$ cat config.mk
export PLATFORM = sky130hd
export DESIGN_NAME = shift_iter
export DESIGN_NICKNAME = d
export VERILOG_FILES = /design/src/rtl/shift_pkg.sv /design/src/rtl/shift_step.sv /design/src/rtl/shift_iter.sv
export SDC_FILE = /design/constraint.sdc
export NUM_CORES = 1
export LEC_CHECK = 0
export BUFFER_PORTS_ARGS = -buffer_cell sky130_fd_sc_hd__clkbuf_2
export CORE_MARGIN = 1
export CORE_UTILIZATION = 23
export CTS_CLUSTER_SIZE = 25
export DETAILED_ROUTE_END_ITERATION = 16
export SLEW_MARGIN = 20
export SYNTH_ARGS = -nofsm -noshare
export SYNTH_HDL_FRONTEND = slang
export SYNTH_SLANG_ARGS = --single-unit
$ cat constraint.sdc
create_clock -name clk -period 3.4 [get_ports clk]
set_input_delay 0.17 -clock clk [delete_from_list [all_inputs] [get_ports clk]]
set_output_delay 0.17 -clock clk [all_outputs]
set_load 0.02 [all_outputs]
$ cat src/rtl/shift_pkg.sv
// Shared types and helpers for the iterative shifter.
package shift_pkg;

  typedef enum logic [1:0] {
    SH_SLL = 2'b00,
    SH_SRL = 2'b01,
    SH_SRA = 2'b10,
    SH_NOP = 2'b11
  } shift_op_t;

  typedef enum logic [1:0] {
    IDLE = 2'd0,
    RUN  = 2'd1,
    DONE = 2'd2
  } shift_state_t;

  // Bit positions to shift this cycle: whatever remains, capped at the per-cycle step.
  function automatic int min_step(input int rem, input int step);
    return (rem < step) ? rem : step;
  endfunction

endpackage

$ cat src/rtl/shift_step.sv
// One combinational shift of at most STEP positions; SRA replicates the current MSB.
module shift_step
  import shift_pkg::*;
#(
  parameter int XLEN = 64,
  parameter int STEP = 8
) (
  input  logic [1:0]                  op,
  input  logic [$clog2(STEP+1)-1:0]   k,
  input  logic [XLEN-1:0]             a,
  output logic [XLEN-1:0]             y
);

  // Small barrel: k never exceeds STEP.
  always_comb begin
    y = a;
    unique case (shift_op_t'(op))
      SH_SLL:  y = a << k;
      SH_SRL:  y = a >> k;
      SH_SRA:  y = $signed(a) >>> k;
      default: y = a;
    endcase
  end

endmodule

$ cat src/rtl/shift_iter.sv
// Multi-cycle shifter: walks the shift amount down by up to STEP per cycle.
//
//  state | meaning
//  IDLE  | waiting for start; loads acc/rem/op on accept
//  RUN   | shifting acc by min(rem, STEP) each cycle
//  DONE  | one-cycle done pulse; dout bypasses acc and is registered
module shift_iter
  import shift_pkg::*;
#(
  parameter int XLEN = 64,
  parameter int STEP = 8
) (
  input  logic                     clk,
  input  logic                     reset,
  input  logic                     start,
  input  logic [1:0]               op,
  input  logic [$clog2(XLEN)-1:0]  amt,
  input  logic [XLEN-1:0]          din,
  output logic                     busy,
  output logic                     done,
  output logic [XLEN-1:0]          dout
);

  localparam int AW = $clog2(XLEN);
  localparam int KW = $clog2(STEP+1);

  shift_state_t    state_q, state_d;
  shift_op_t       op_q, op_d;
  logic [XLEN-1:0] acc_q, acc_d;
  logic [AW-1:0]   rem_q, rem_d;
  logic [XLEN-1:0] dout_q, dout_d;

  int              k_int;
  logic [KW-1:0]   k;
  logic [AW-1:0]   load_rem;
  logic [XLEN-1:0] step_y;

  // Per-cycle step size; never larger than rem, so rem cannot underflow.
  always_comb begin
    k_int = min_step(int'(rem_q), STEP);
    k     = KW'(k_int);
  end

  shift_step #(.XLEN(XLEN), .STEP(STEP)) u_step (
    .op (op_q),
    .k  (k),
    .a  (acc_q),
    .y  (step_y)
  );

  // Next-state logic for FSM and datapath registers.
  always_comb begin
    state_d  = state_q;
    op_d     = op_q;
    acc_d    = acc_q;
    rem_d    = rem_q;
    dout_d   = dout_q;
    load_rem = (op == 2'b11) ? '0 : amt;
    unique case (state_q)
      IDLE: begin
        if (start) begin
          acc_d   = din;
          op_d    = shift_op_t'(op);
          rem_d   = load_rem;
          state_d = (load_rem == '0) ? DONE : RUN;
        end
      end
      RUN: begin
        acc_d   = step_y;
        rem_d   = rem_q - AW'(k_int);
        state_d = (int'(rem_q) <= STEP) ? DONE : RUN;
      end
      DONE: begin
        dout_d  = acc_q;
        state_d = IDLE;
      end
      default: state_d = IDLE;
    endcase
  end

  // State registers; reset aborts any operation without touching dout beyond clearing it.
  always_ff @(posedge clk) begin
    if (reset) begin
      state_q <= IDLE;
      op_q    <= SH_SLL;
      acc_q   <= '0;
      rem_q   <= '0;
      dout_q  <= '0;
    end else begin
      state_q <= state_d;
      op_q    <= op_d;
      acc_q   <= acc_d;
      rem_q   <= rem_d;
      dout_q  <= dout_d;
    end
  end

  // Outputs: dout shows the fresh result in the DONE cycle through the acc bypass.
  always_comb begin
    busy = (state_q != IDLE);
    done = (state_q == DONE);
    dout = done ? acc_q : dout_q;
  end

endmodule
* Word-level counts from Yosys, hierarchy flattened
Index checks and enable logic that the tools add are counted.
Operators by class: multiplexer cells 12, shift-type cells 3, add/sub/neg operators 1, order comparisons 2, equal/unequal tests 7, reductions and logical operators 8
Operators with widths (number):
- $pmux 64 s3 | 1
- $mux 64 | 2
- $pmux 64 s2 | 1
- $shl 64x4->64 | 1
- $shr 64x4->64 | 1
- $sshr 64x4->64 | 1
- $mux 6 | 3
- $pmux 6 s2 | 1
- $eq 2x2->1 const B | 3
- $le 6x4->1 const B | 1
- $logic_not 6->1 | 1
- $lt 6x4->1 const B | 1
- $mux 2 | 3
- $sub 6x6->6 | 1
- $eq 2x1->1 const B | 2
- $logic_not 2->1 | 2
- $ne 4x1->1 const B | 1
- $pmux 2 s2 | 1
- $reduce_and 2->1 | 2
- $reduce_bool 2->1 | 2
- $reduce_and 3->1 | 1
- $ne 2x2->1 const B | 1
Word-level totals: input bits 75, word-level logic and storage cells 38, register bits 138, output and inout bits 66

* Logic depth before layout (Yosys ltp)
Gate-level depths: netlist (run 1).
word-level depth 6, gate-level depth with buffers 13

* Cells and area by module
From an unflattened synthesis (run 1), not the netlist that was laid out.
Second synthesis, totals: cells, all modules 1479, area, all modules 13550.5 µm²
By module, submodules not included:
- shift_step | cells an instance 841, instances 1, sequential area each 0.0 µm², area an instance 7164.4 µm²
- shift_iter | cells an instance 638, instances 1, sequential area each 2762.6 µm², area an instance 6386.1 µm²

* Least setup slack after synthesis (run 1)
OpenSTA, ideal clock, no wires.
path kind reg2reg, start reg rem_q[5], end reg rem_q[4], setup time 91 ps, required time 3309 ps, data arrival time 2599 ps, buffers on the path 5, period minus slack after synthesis 2690 ps, cell stages (with the launch flop) 14, slack 710 ps, cells stage by stage dfxtp_1 -> buf_2 -> or3_1 -> buf_2 -> clkbuf_1 -> clkbuf_1 -> clkbuf_1 -> nand2_1 -> ha_1 -> a21oi_1 -> o22ai_1 -> a21oi_1 -> nor2_1 -> a311oi_1
Between the ends: longest elaborated chain between the ends 4
RTL lines:
- start, declared | line shift_iter.sv:30 | logic [AW-1:0] rem_q, rem_d;
- start signal, assigned | line shift_iter.sv:93 | rem_q <= rem_d;
- $lt 6x4->1 | line shift_pkg.sv:19 | return (rem < step) ? rem : step;
- $mux 6 | line shift_pkg.sv:19
- $sub 6x6->6 | line shift_iter.sv:70 | rem_d = rem_q - AW'(k_int);
- $pmux 6 s2 | line shift_iter.sv:59 | unique case (state_q)
Every way passes these cells. A chain may end at the register's enable or synchronous reset.

* Worst setup path after layout (run 1)
start reg rem_q[3], end reg acc_q[21]
Between the ends: longest elaborated chain between the ends 5, elaborated cells on any way between the ends 7
RTL lines:
- $lt 6x4->1 | line shift_pkg.sv:19
- $mux 6 * | line shift_pkg.sv:19
- $sshr 64x4->64, or another cell as far along | line shift_step.sv:20 | SH_SRA: y = $signed(a) >>> k;
- $pmux 64 s3 * | line shift_step.sv:17 | unique case (shift_op_t'(op))
- $pmux 64 s2 * | line shift_iter.sv:59
- end signal, assigned | line shift_iter.sv:86 | acc_q <= '0;
- end signal, assigned | line shift_iter.sv:92 | acc_q <= acc_d;
- end, declared | line shift_iter.sv:29 | logic [XLEN-1:0] acc_q, acc_d;
Mark *: on every way between the ends. The rest lies on a longest branch, timed or not.

==> metrics.md, run 1 <==
| Metric | Value |
|---|---|
| Vias in the first global route | `around 15000` |
| Core area | `0.0554 mm2` |
| Layout area overhead | `17.7%` |
| Starting Density | `23.4%` |
| Sum of buffers and inverters on the critical path | `2` |
| Worst slew margin | `between 30% and 40%` |
| Die Wd | `240 um` |
| CTS tree | `built` |
| Post-synthesis sequential area ratio | `between 20% and 30%` |
| Critical Path Most Common Cell | `buf_4` |
| Final Max Tran Viols | `0` |
| Cell variety after synth | `78` |
| Synth Flop Type | `dfxtp_1` |
| DP Wirelength | `47.7 mm` |
| Routed wire length | `between 60 and 70 mm` |
| Full die area | `between 0.05 and 0.06 mm2` |
| Xor-xnor portion of the synthesized cell area | `0%` |
| Layout cells sized above 1 | `21.9%` |
| Syn Nets | `1831` |
| Util after Layout | `27.6%` |
| Unrepaired setup endpoints after global routing | `no` |
| Setup crit end kind | `flip-flop` |
| Final ANT Viol Nets | `0` |
| CP Cell Sequence | `buf_4 -> or4b_4 -> a221oi_1 -> a21oi_1 -> a32o_1 -> a2111oi_0 -> buf_4 -> o41ai_1` |
| DRC Markers | `0` |
| First-pass GRT wire length | `roughly 100 mm` |
| Fillers | `roughly 6000` |
| CP Class | `flip-flop to flip-flop` |
| Fin crit period | `3110 ps` |
| Setup tns final | `0 ps` |
| Vias | `between 15000 and 20000` |
| Async set-reset flop share out of synthesis | `0%` |
| Post-synth EDFFs | `0` |
| CP max FO | `24` |
| Syn_area_per_cell | `approximately 7.4 um2` |
| First-iteration detailed-routing DRC count | `slightly above 2000` |
| Critical path arrival | `~3400 ps` |
| Commonest non-fill, non-tap cell in the layout | `nand2_1` |
| Port Buffers | `140` |
| Post-synthesis mux area share | `around 18%` |
| Outcome | `finished, final reports clean` |
| Crit share post-route | `about nine tenths` |
| Clock skew | `14.0 ps` |
| Reg2reg setup slack | `just under 300 ps` |
| RR Startpoint | `rem_q[3]$_SDFFE_PP0P_` |
| VDD IR max | `approximately 420 uV` |
| CP startpoint kind | `flip-flop` |
| #FFs+latches synth | `138` |
| Critical Path Max Stage Delay | `740 ps` |
| Worst r2r path cells | `8` |
| Highest-count cells in the layout ignoring fill and taps | `200 x nand2_1, 141 x mux2i_1, 140 x clkbuf_2, 135 x dfxtp_1, 125 x a21oi_1` |
| Slew @ Worst Pin | `1030 ps` |
| Max Clock Freq | `321 MHz` |
| Adder-cell share of the synthesized area | `0.386%` |
| Number of CTS-inserted buffers | `17` |
| Max Cap Violations | `0` |
| Worst-Skew Late Latency | `460 ps` |
| Main combinational cell family by area after synthesis | `compound AO/OA/AOI/OAI gates` |
| Worst Hold Class | `input pin to flip-flop` |
| Total congestion overflow | `0` |
| Worst Hold Path EP | `acc_q[49]$_SDFFE_PP0P_` |
| Worst Hold Launch | `din[49]` |
| DRT Pass-1 Iters | `8` |
| Post-CTS Setup Repair Bufs | `0` |
| Pwr Density | `just under 500 mW/mm2` |
| Pin count of the biggest net entering global routing | `101` |
| Placed Instances | `2527` |
| Seq. cell area | `0.00277 mm2` |
| Crit path max-delay family | `compound AO/OA/AOI/OAI gates` |
| # clock sinks | `between 100 and 150` |
| Top-level I/O count | `141` |
| Footprint of the multi-input gates | `between 0.009 and 0.01 mm2` |
| Simple-Gate Fraction of Synth Area | `19.5%` |
| Critical path's slowest cell | `or4b_4` |
| Fin cells | `2563` |
| Post-synthesis instance total | `approximately 1800` |
| Hold Crit Depth | `3` |
| CTS clock-pin slew for the worst setup and hold paths | `approximately 60 ps` |
| Compound-cell area share of the yosys netlist | `33.0%` |
| FP Rows | `86` |
| GPL Wtd Cong | `approximately 1.0` |
| Reg-to-Reg End | `acc_q[21]$_SDFFE_PP0P_` |
| Synth warn | `0` |
| Max clock buf depth | `2` |
| Vias per inst | `~6.1` |
| Synth Cell Area | `approximately 0.013 mm2` |
| Wire length per cell | `26.8 um` |
| H-tree levels | `4` |
| Die height | `240 um` |
| GRT Util Overall | `23.4%` |
| Setup violations, final | `0` |
| Root Driver | `clkbuf_16` |
| Final nets | `1880` |
| Antenna violations before repair | `1` |
| Final Hold Viols | `0` |
| Pleak | `6.03 nW` |
| Req. time, crit path | `3720 ps` |
-- state kept, by name, summed over array words and instances (netlist names) --
signal / cells
state_q: 2
rem_q: 6
op_q: 2
dout_q: 64
acc_q: 64
-- cell type report --
| cell class | instances | area share (%) |
|---|---|---|
| repair buffers | 253 | 11.2 |
| inverters | 15 | 0.368 |
| clock inverters | 11 | 0.467 |
| multi-input cells | 1376 | 60.7 |
| diodes | 1 | 0.0164 |
| flip-flops and latches | 138 | 18.1 |
| clock buffers | 21 | 3.08 |
| well taps | 748 | 6.13 |
-- tightest hold or removal path, cell delays in order --
cell and delay (ps):
clkbuf_2 90, nand2_1 50, a41oi_1 100
-- where the power goes --
part	leakage [nW]	switching, mW	internal (mW)	total (mW)
registers	1.13	0.398	1.75	2.15
clock network	0.265	0.851	0.985	1.84
logic	4.63	2.26	1.17	3.43
-- routing by layer --
| layer | wire [um] | up-vias | global-route usage (%) |
|---|---|---|---|
| met1 | 27000 | 7449 | 29.7 |
| li1 | - | 6669 | - |
| met4 | 4140 | 0 | 13.6 |
| met3 | 7790 | 273 | 6.58 |
| met5 | 0 | - | 0 |
| met2 | 29700 | 1197 | 35.1 |
-- per-stage QoR --
stage                     instance area [um2]  total power, mW  hold slack [ps]  worst slack, ps
after floorplan                         13000             4.09              306              710
after global placement                  14700             5.46              442              346
after detailed placement                14700             5.44              444              316
after CTS                               15300             7.28             2.77              256
after global routing                    15300             7.65             34.1              136
final                                   15300             7.41             1.21              290
-- worst max-delay path by stage --
stage	start	endpoint	slack, ps	cells past startpoint
finish	rem_q[3]$_SDFFE_PP0P_	acc_q[21]$_SDFFE_PP0P_	290	8
floorplan	rem_q[5]$_SDFFE_PP0P_	rem_q[4]$_SDFFE_PP0P_	710	13
CTS	op_q[0]$_SDFFE_PP0P_	rem_q[1]$_SDFFE_PP0P_	260	7
global placement	op_q[0]$_SDFFE_PP0P_	rem_q[1]$_SDFFE_PP0P_	350	7
global route	op_q[0]$_SDFFE_PP0P_	acc_q[8]$_SDFFE_PP0P_	140	8
detailed placement	op_q[0]$_SDFFE_PP0P_	rem_q[1]$_SDFFE_PP0P_	320	7
-- logic make-up after synthesis --
logic type	Yosys count
mux	221
flops	138
simple gates	530
fa+ha+maj	4
compound gates	620
other cells	1
buf+inv	238
-- cell usage after synthesis, types with 15 or more instances --
| master | n | area share, % |
|---|---|---|
| a22oi_1 | 28 | 1.6 |
| clkbuf_1 | 157 | 4.5 |
| dfxtp_1 | 138 | 21 |
| nand2_1 | 200 | 5.8 |
| o221ai_1 | 16 | 1.1 |
| mux2_2 | 78 | 6.8 |
| mux2i_1 | 141 | 11 |
| o211ai_1 | 19 | 1.1 |
| o21ai_0 | 109 | 4.2 |
| nand3_1 | 50 | 1.9 |
| nor3_1 | 46 | 1.8 |
| and2_1 | 74 | 3.6 |
| a221oi_1 | 41 | 2.8 |
| o21a_1 | 19 | 1.1 |
| a31oi_1 | 26 | 1.3 |
| a211o_1 | 15 | 1.0 |
| nor2_1 | 89 | 2.6 |
| a21oi_1 | 125 | 4.8 |
| buf_2 | 34 | 1.3 |
| buf_1 | 18 | 0.52 |
| o22ai_1 | 18 | 0.87 |
| a211oi_1 | 58 | 3.4 |
| or3_1 | 18 | 0.87 |
-- what timing repair did --
item                                    CTS  global route
endpoints found under the setup margin    0             2
hold endpoints to repair                  3             0
hold buffers                              3             0
gates resized for setup                   0             1
No activity file was read; power rests on OpenSTA's default activity.
==> inputs of run 2 (changes only) <==
--- a/config.mk
+++ b/config.mk
@@ -7,3 +7,2 @@
 export LEC_CHECK = 0
-export BUFFER_PORTS_ARGS = -buffer_cell sky130_fd_sc_hd__clkbuf_2
 export CORE_MARGIN = 1
@@ -12,2 +11,3 @@
 export DETAILED_ROUTE_END_ITERATION = 16
+export DONT_BUFFER_PORTS = 1
 export SLEW_MARGIN = 20
--- a/constraint.sdc
+++ b/constraint.sdc
@@ -3,2 +3,2 @@
 set_output_delay 0.17 -clock clk [all_outputs]
-set_load 0.02 [all_outputs]
+set_load 0.005 [all_outputs]
==> metrics.md, run 2 (same netlist as run 1, synthesis figures left out) <==
| Metric | Value |
|---|---|
| Outcome | `finished, final reports clean` |
| Highest-count cells in the layout ignoring fill and taps | `200 x nand2_1, 141 x mux2i_1, 135 x dfxtp_1, 125 x a21oi_1, 109 x o21ai_0` |
| PnR worst setup slack | `327 ps (+37.3 ps)` |
| Max clock buf depth | `2 (unchanged)` |
| FP Rows | `86 (unchanged)` |
| Full die area | `0.0574 mm2 (unchanged)` |
| Wire length per cell | `27.8 um (+4.0%)` |
| Most Used Layer, Global Route | `met2` |
| Hold Crit Depth | `3 (unchanged)` |
| DP Wirelength | `47.7 mm (about the same)` |
| CP Class | `flip-flop to flip-flop` |
| Clock power share | `26.4% (+1.6 points)` |
| First-iteration detailed-routing DRC count | `2193 (+6.2%)` |
| Pin count of the biggest net entering global routing | `72 (-29%)` |
| Cts hold-fix bufs | `40 (+37)` |
| Vias in the first global route | `14600 (-0.40%)` |
| Layout cells sized above 1 | `15.3% (-6.6 points)` |
| Max Clock Freq | `325 MHz (+1.2%)` |
| Total congestion overflow | `0 (unchanged)` |
| Setup violations, final | `0 (unchanged)` |
| Post-Place Setup Slack | `436 ps (+119 ps)` |
| DRC Markers | `0 (unchanged)` |
| Worst r2r path cells | `8 (unchanged)` |
| Req. time, crit path | `3760 ps (+40 ps)` |
| Commonest non-fill, non-tap cell in the layout | `nand2_1` |
| Post-CTS Setup Repair Bufs | `0 (unchanged)` |
| CP Cell Sequence | `or4b_4 -> buf_4 -> a221oi_1 -> a21oi_1 -> a32o_1 -> a2111oi_0 -> buf_4 -> o41ai_1` |
| Antenna violations before repair | `7 (+6)` |
| Fillers | `5998 (-0.37%)` |
| Final ANT Viol Nets | `0 (unchanged)` |
| Setup tns final | `0 ps (unchanged)` |
| Comb pwr share | `45.1% (-1.1 points)` |
| GPL Wtd Cong | `1.01 (-1.5%)` |
| Pleak | `5.63 nW (-6.7%)` |
| Layout area overhead | `16.1%` |
| DRT Pass-1 Iters | `7 (-1)` |
| Switch Pwr | `3.47 mW (-1.2%)` |
| Seq pwr share | `28.5% (-0.5 points)` |
| Footprint of the multi-input gates | `0.00928 mm2 (about the same)` |
| Final Hold Viols | `0 (unchanged)` |
| Pint | `4.01 mW (+2.7%)` |
| Max Cap Violations | `0 (unchanged)` |
| Vias per inst | `6.16 (+1.2%)` |
| Post_cts resized | `0 (unchanged)` |
| Critical path's slowest cell | `or4b_4` |
| CTS clock-pin slew for the worst setup and hold paths | `70 ps (about the same)` |
| Critical Path Most Common Cell | `buf_4` |
| GR Util met1 | `30.0% (+0.24 points)` |
| VDD IR max | `463 uV (+11%)` |
| Setup crit end kind | `flip-flop` |
| Seq. cell area | `0.00277 mm2 (unchanged)` |
| Core area | `0.0554 mm2 (unchanged)` |
| H-tree levels | `4 (unchanged)` |
| Met2 usage | `35.3% (+0.15 points)` |
| Worst Hold Class | `input pin to flip-flop` |
| # clock sinks | `138 (unchanged)` |
| Fin crit period | `3070 ps (-37.3 ps)` |
| Starting Density | `23.4% (unchanged)` |
| Die height | `240 um (unchanged)` |
| CP startpoint kind | `flip-flop` |
| Util after Layout | `27.2% (-0.38 points)` |
| Critical Path Max Stage Delay | `770 ps (+30 ps)` |
| Slew @ Worst Pin | `1010 ps (-14.2 ps)` |
| Vias | `15200 (-2.5%)` |
| Worst slew margin | `32.4% (+0.81 points)` |
| Clock skew | `14.7 ps (+0.715 ps)` |
| Number of CTS-inserted buffers | `17 (unchanged)` |
| Power after layout | `7.48 mW (+0.87%)` |
| First-pass GRT wire length | `101 mm (+0.42%)` |
| Port Buffers | `0 (-100%)` |
| Crit share post-route | `90.4% (-1.1 points)` |
| Worst-Skew Late Latency | `480 ps (+20 ps)` |
| Routed wire length | `68.7 mm (+0.20%)` |
| Met3 GRT Util | `7.31% (+0.73 points)` |
| Top Registers | `acc_q x64, dout_q x64, rem_q x6` |
| CTS tree | `built` |
| CP max FO | `20 (-17%)` |
| Final Max Tran Viols | `0 (unchanged)` |
| Pwr Density | `496 mW/mm2 (+2.3%)` |
| GRT Util Overall | `23.6% (+0.23 points)` |
| Unrepaired setup endpoints after global routing | `no` |
| Root Driver | `clkbuf_16` |
| Die Wd | `240 um (unchanged)` |
| Final nets | `1781 (-5.3%)` |
| Top-level I/O count | `141 (unchanged)` |
| Critical path arrival | `3430 ps (about the same)` |
| Sw frac | `46.4% (-0.96 points)` |
==> run 2: changes by cell type in the layout (fill, tap and decap cells not counted), moves of 2 or more <==
cell,before,now
clkbuf_2,140,0
dlygate4sd3_1,3,39
diode_2,1,6
buf_4,98,102
clkinv_2,5,1
inv_6,0,4
clkbuf_8,3,0
clkinv_4,2,5
bufinv_16,0,2
==> run 2: final cells by class <==
class | count | area share [%]
tap | 748 | 6.21
timing repair buffer | 154 | 9.45
clock buffer | 17 | 2.82
multi-input combinational | 1376 | 61.6
clock inverter | 15 | 1.10
antenna | 6 | 0.0996
inverter | 15 | 0.374
sequential | 138 | 18.4
==> run 2: through the flow <==
stage	cells	cell area [um2]	hold slack, ps
after floorplan	1752	13000	306
after global placement	2391	14000	256
after detailed placement	2391	14000	269
after CTS	2463	15100	0.370
after global routing	2466	15100	23.1
final	2469	15100	13.5
==> run 2: worst max-delay path, delay by kind of cell, from the launching register on <==
| kind | cells | cell delay [ps] |
|---|---|---|
| DFF | 1 | 390 |
| and+or+nand+nor | 1 | 770 |
| AOI/OAI and AO/OA | 5 | 1250 |
| buffers and inverters | 2 | 520 |
==> run 2: path summary, 6_finish.rpt <==
path,from,to,slack [ps]
worst max register to register,rem_q[3]$_SDFFE_PP0P_,acc_q[21]$_SDFFE_PP0P_,330
worst max-delay path,rem_q[3]$_SDFFE_PP0P_,acc_q[21]$_SDFFE_PP0P_,330
worst min register to register,op_q[0]$_SDFFE_PP0P_,op_q[0]$_SDFFE_PP0P_,520
worst min-delay path,din[35],acc_q[35]$_SDFFE_PP0P_,10
==> run 2: layer usage <==
layer	vias to the layer above	part of all wire, %
li1	6501	-
met1	7330	39
met2	1134	44
met3	235	12
met4	4	5.3
met5	-	0.038
==> run 2: power groups by stage <==
stage               clock network (mW)  logic, mW  registers [mW]
floorplan                            0       2.21            1.84
global placement                     0       3.17            2.15
detailed placement                   0       3.16            2.15
CTS                               2.01       3.24            2.12
global route                      2.06       3.51            2.15
finish                            1.97       3.37            2.13
